<file path="src/rtl/pipe_hazard_ctrl.sv">
// Pipeline hazard controller: operand forwarding, load-use and multi-cycle
// mul/div stalls, branch flushes, mul/div watchdog and a stall-cycle counter.
module pipe_hazard_ctrl (
    input  logic        clk,
    input  logic        reset,
    input  logic [4:0]  Rs1D,
    input  logic [4:0]  Rs2D,
    input  logic [4:0]  Rs1E,
    input  logic [4:0]  Rs2E,
    input  logic [4:0]  RdE,
    input  logic [4:0]  RdM,
    input  logic [4:0]  RdW,
    input  logic        RegWriteM,
    input  logic        RegWriteW,
    input  logic [1:0]  ResultSrcE,
    input  logic        PCSrcE,
    input  logic        MulDivStartE,
    input  logic        MulDivDoneE,
    input  logic        CntClear,
    output logic        StallF,
    output logic        StallD,
    output logic        StallE,
    output logic        FlushD,
    output logic        FlushE,
    output logic        FlushM,
    output logic [1:0]  ForwardAE,
    output logic [1:0]  ForwardBE,
    output logic        MdBusy,
    output logic        MdTimeout,
    output logic [15:0] StallCount
);

    typedef enum logic {ST_RUN = 1'b0, ST_BUSY = 1'b1} md_state_t;

    md_state_t   r_state;
    md_state_t   w_state_nxt;
    logic [5:0]  r_md_cyc;
    logic        r_md_timeout;
    logic [15:0] r_stall_count;
    logic        w_lw_stall;
    logic        w_md_stall;
    logic        w_cyc_max;

    // Memory stage wins over Writeback because it holds the younger result.
    function automatic logic [1:0] fwd_sel(input logic [4:0] rs,
                                           input logic       wr_m, input logic [4:0] rd_m,
                                           input logic       wr_w, input logic [4:0] rd_w);
        logic [1:0] sel;
        if (wr_m && (rd_m != 5'd0) && (rd_m == rs)) begin
            sel = 2'b10;
        end else if (wr_w && (rd_w != 5'd0) && (rd_w == rs)) begin
            sel = 2'b01;
        end else begin
            sel = 2'b00;
        end
        return sel;
    endfunction

    // Hazard detection terms.
    always_comb begin
        w_cyc_max  = (r_md_cyc == 6'd63);
        w_lw_stall = (ResultSrcE == 2'b01) && (RdE != 5'd0) &&
                     ((Rs1D == RdE) || (Rs2D == RdE));
        w_md_stall = ((r_state == ST_RUN)  && MulDivStartE && !MulDivDoneE) ||
                     ((r_state == ST_BUSY) && !MulDivDoneE && !w_cyc_max);
    end

    // Mul/div FSM next-state logic.
    always_comb begin
        w_state_nxt = r_state;
        case (r_state)
            ST_RUN: begin
                if (MulDivStartE && !MulDivDoneE) begin
                    w_state_nxt = ST_BUSY;
                end else begin
                    w_state_nxt = ST_RUN;
                end
            end
            ST_BUSY: begin
                if (MulDivDoneE || w_cyc_max) begin
                    w_state_nxt = ST_RUN;
                end else begin
                    w_state_nxt = ST_BUSY;
                end
            end
            default: w_state_nxt = ST_RUN;
        endcase
    end

    // Stall/flush/forward outputs; a multi-cycle stall masks branch and load-use.
    always_comb begin
        StallF    = 1'b0;
        StallD    = 1'b0;
        StallE    = 1'b0;
        FlushD    = 1'b0;
        FlushE    = 1'b0;
        FlushM    = 1'b0;
        ForwardAE = 2'b00;
        ForwardBE = 2'b00;
        if (reset) begin
            FlushD = 1'b1;
            FlushE = 1'b1;
            FlushM = 1'b1;
        end else if (w_md_stall) begin
            StallF    = 1'b1;
            StallD    = 1'b1;
            StallE    = 1'b1;
            FlushM    = 1'b1;
            ForwardAE = fwd_sel(Rs1E, RegWriteM, RdM, RegWriteW, RdW);
            ForwardBE = fwd_sel(Rs2E, RegWriteM, RdM, RegWriteW, RdW);
        end else begin
            StallF    = w_lw_stall;
            StallD    = w_lw_stall;
            FlushD    = PCSrcE;
            FlushE    = w_lw_stall | PCSrcE;
            ForwardAE = fwd_sel(Rs1E, RegWriteM, RdM, RegWriteW, RdW);
            ForwardBE = fwd_sel(Rs2E, RegWriteM, RdM, RegWriteW, RdW);
        end
    end

    // FSM state, busy-cycle counter and watchdog pulse.
    always_ff @(posedge clk) begin
        if (reset) begin
            r_state      <= ST_RUN;
            r_md_cyc     <= 6'd0;
            r_md_timeout <= 1'b0;
        end else begin
            r_state      <= w_state_nxt;
            r_md_cyc     <= ((r_state == ST_BUSY) && (w_state_nxt == ST_BUSY)) ?
                            (r_md_cyc + 6'd1) : 6'd0;
            r_md_timeout <= (r_state == ST_BUSY) && !MulDivDoneE && w_cyc_max;
        end
    end

    // Saturating stall-cycle counter; clear beats increment.
    always_ff @(posedge clk) begin
        if (reset) begin
            r_stall_count <= 16'd0;
        end else if (CntClear) begin
            r_stall_count <= 16'd0;
        end else if (StallF && (r_stall_count != 16'hFFFF)) begin
            r_stall_count <= r_stall_count + 16'd1;
        end else begin
            r_stall_count <= r_stall_count;
        end
    end

    assign MdBusy     = (r_state == ST_BUSY);
    assign MdTimeout  = r_md_timeout;
    assign StallCount = r_stall_count;

endmodule
</file>
<file path="config.mk">
export PLATFORM = sky130hd
export DESIGN_NAME = pipe_hazard_ctrl
export DESIGN_NICKNAME = d
export VERILOG_FILES = /design/src/rtl/pipe_hazard_ctrl.sv
export SDC_FILE = /design/constraint.sdc
export NUM_CORES = 1
export LEC_CHECK = 0
export ABC_AREA = 1
export BUFFER_PORTS_ARGS = -buffer_cell sky130_fd_sc_hd__buf_2
export CORE_MARGIN = 3
export CORE_UTILIZATION = 52
export DETAILED_ROUTE_END_ITERATION = 8
export GPL_TIMING_DRIVEN = 0
export PLACE_DENSITY_LB_ADDON = 0.25
export REMOVE_ABC_BUFFERS = 1
export SYNTH_ARGS = -nofsm -noshare
export SYNTH_HDL_FRONTEND = slang
export SYNTH_SLANG_ARGS = --single-unit
</file>
<file path="constraint.sdc">
create_clock -name clk -period 3.2 [get_ports clk]
set_input_delay 0.16 -clock clk [delete_from_list [all_inputs] [get_ports clk]]
set_output_delay 0.16 -clock clk [all_outputs]
set_load 0.02 [all_outputs]
</file>
==> results.yml <==
run_status:
  outcome: "finished, final reports clean"
routing:
  num_vias: 1970
  vias_per_cell: 4.88
  post_drt_wl_per_cell_um: 10.2
  wirelength_um: 4110
  drc_errors: 0
  dr.pass1.iters: 4
  postRouteAntennaNets: 0
  drt_iter0_markers: 112
yosys:
  syn_area_sq_mm: 0.00182
  yosysMostFrequentCell: "nand2_1"
  ys_top_cells_by_area: "dfxtp_1 (26%), nand2_1 (14%), nor2_1 (10%)"
  post-synth-top-area-cell: "dfxtp_1"
  synth_common_cells: "nand2_1 (67), nor2_1 (49), inv_1 (42), dfxtp_1 (24), nand3_1 (23)"
  ys_seq_area_share_pct: 26.3
  yosys_warnings: 0
  syn_avg_cell_area_sq_um: 6.29
  synth-edff-count: 0
  synth_top_cell_area_share_pct: 26.3
  syn_inst: 290
  yosys_register_bits: 24
  synth-main-ff-cell: "dfxtp_1"
  async_reset_ff_share_pct: 0
  netlist-cell-type-count: 31
sta:
  setup_ws_ns: 1.16
  slew_headroom_pct: 29.0
  fin_crit_sh_pct: 63.7
  tightestPinTransition_ns: 1.06
  max_freq_ghz: 0.491
  finalSetupTns_ns: 0
  setup_viol: 0
  fin_crit_ns: 2.04
  hold_violations: 0
  drv_slew: 0
  fin_hold_ws_ns: 0.0474
  finalClockSkew_ns: 0.0140
  rsz0062_at_grt: "no"
job:
  drv_cap: 0
placed_design:
  portBuffers: 72
  post-place-ws_ns: 1.49
  gp_congestion: 0.802
  dp_hpwl_um: 3370
cts:
  cts_resized: 0
  ctsHoldBuffers: 0
  cts_root_buf: "clkbuf_4"
  cts.clk_slew.worst_paths_ns: 0.11
  cts_tree: "built"
  worstSkewPairLatency_ns: 0.31
  clock-sinks: 24
  cts_made_buffers: 3
  h-tree-depth: 1
  clock_path_buffers: 2
  cts_setup_buffers: 0
layout:
  utilization_pct: 69.2
  areaGrowthSynthToFinish_pct: 21.5
  n_antenna_cell: 0
  drive_gt1_share_pct: 25.6
  nNetsFinal: 409
  num-fill-cells: 313
pwr:
  p_leak_uw: 0.00113
  peakVddDrop_v: 0.000272
  p_per_area_mw_per_mm2: 253
  finalPower_uw: 561
critical_path:
  path_class: "register to output port"
  critical_path.slowest_cell: "dfxtp_1"
  r2r-start: "StallCount[0]$_SDFFE_PP0P_"
  path_cells: "ha_1 -> nand3_2 -> nor2_2 -> nand2_2 -> o211ai_4 -> nand2_4 -> buf_2"
  crit_arrival_ns: 1.88
  critical_path.max_fanout: 34
  slowest_delay_ns: 0.37
  crit_required_ns: 3.04
  rrSetupSlack_ns: 1.48
  critPathCaptureType: "output port"
  rr_worst_depth: 10
  cp-start-kind: "register"
  rr_endpoint: "StallCount[9]$_SDFFE_PP0P_"
floorplan:
  io_pins: 73
  coreArea_sq_mm: 0.00320
  core.rowCount: 20
  initial_core_util_pct: 57.0
  die_h_um: 65.2
  die_w_um: 65.2
  die_area_sq_mm: 0.00425
grt:
  grt_pass1_vias: 1701
  antenna_found_initial: 0
  grt_usage_pct: 20.3
  grt_pass1_wl_um: 7060
  grt_max_degree: 35
  overflow: 0
hold_path:
  hold_depth: 2
  hp-class: "primary input to register"
  worstHoldStart: "MulDivDoneE"
  min_to: "MdTimeout$_SDFF_PP0_"
[final cells by class]
type / instances / area, sq um / area share [%]
Multi-Input combinational cell: 219 / 1140 / 51.4
Sequential cell: 24 / 480 / 21.7
Timing Repair Buffer: 72 / 360 / 16.3
Inverter: 42 / 158 / 7.11
Tap cell: 44 / 55.1 / 2.48
Clock buffer: 3 / 22.5 / 1.02
[per-stage QoR]
step	instance area, sq um	cells
global placement	2190	401
global route	2220	404
detailed placement	2190	401
CTS	2220	404
floorplan	1780	285
finish	2220	404
[worst max-delay path: cells and delay by family, from the launching register on]
kind / cells / cell delay, ns
simple gates: 4 / 0.54
flops: 1 / 0.37
buf+inv: 1 / 0.25
fa+ha+maj: 1 / 0.21
compound gates: 1 / 0.21
[layout by cell type, fill, tap and decap left out]
cell type  Yosys  layout
o21ai_0        3       3
nand3_1       23      23
nor4_1         3       3
xnor2_1       11      11
nand2_1       67      67
nand4_1        4       4
inv_1         42      42
dfxtp_1       24      24
a31oi_1        1       1
nor2_1        49      49
nand4_4        1       1
nand3b_1       1       1
clkbuf_4       0       3
buf_2          1      72
nor3b_1        1       1
a21oi_1       19      19
nand3_2        5       5
o211ai_4       1       1
nor3_1         6       6
nand2_4        1       1
nor2_2         3       3
and3_1         1       1
ha_1           2       2
a221oi_1       1       1
nand2_2        2       2
o41ai_1        1       1
a2111oi_0      1       1
or2_2          4       4
o221ai_1       1       1
xor2_1         7       7
[logic make-up after synthesis]
logic type / synth area share (%)
fa+ha+maj: 1.37
buf+inv: 11.2
xor+xnor: 8.64
flops: 26.3
compound gates: 9.47
simple gates: 43.0
[registers in the layout (all words and copies together), names as in the netlist]
| signal | flops |
|---|---|
| StallCount | 16 |
| r_md_cyc | 6 |
| MdBusy | 1 |
| MdTimeout | 1 |
[worst max-delay path by stage]
stage | to | slack, ns | startpoint | cells after the start
detailed placement | StallCount[9]$_SDFFE_PP0P_ | 1.49 | r_md_cyc[0]$_SDFF_PP0_ | 8
CTS | StallF | 1.14 | r_md_cyc[0]$_SDFF_PP0_ | 7
global placement | StallF | 1.51 | r_md_cyc[0]$_SDFF_PP0_ | 7
floorplan | FlushE | 1.47 | r_md_cyc[0]$_SDFF_PP0_ | 7
global route | StallF | 0.96 | r_md_cyc[0]$_SDFF_PP0_ | 7
finish | StallF | 1.16 | r_md_cyc[0]$_SDFF_PP0_ | 7
[metal layers]
metal  GRT usage [%]  wire length [um]  vias to the layer above
met4            4.66                35                        0
met1            24.1              1770                      846
li1                -                 -                     1064
met3            4.10               266                        6
met5               0                 0                        -
met2            37.0              2040                       54
[power breakdown]
part | internal [uW] | switching (uW) | total [uW]
registers | 300 | 1.61 | 302
logic | 56.9 | 75.0 | 132
clock network | 44.0 | 83.3 | 127
total | 401 | 160 | 561
(Power assumes the default switching activity.)
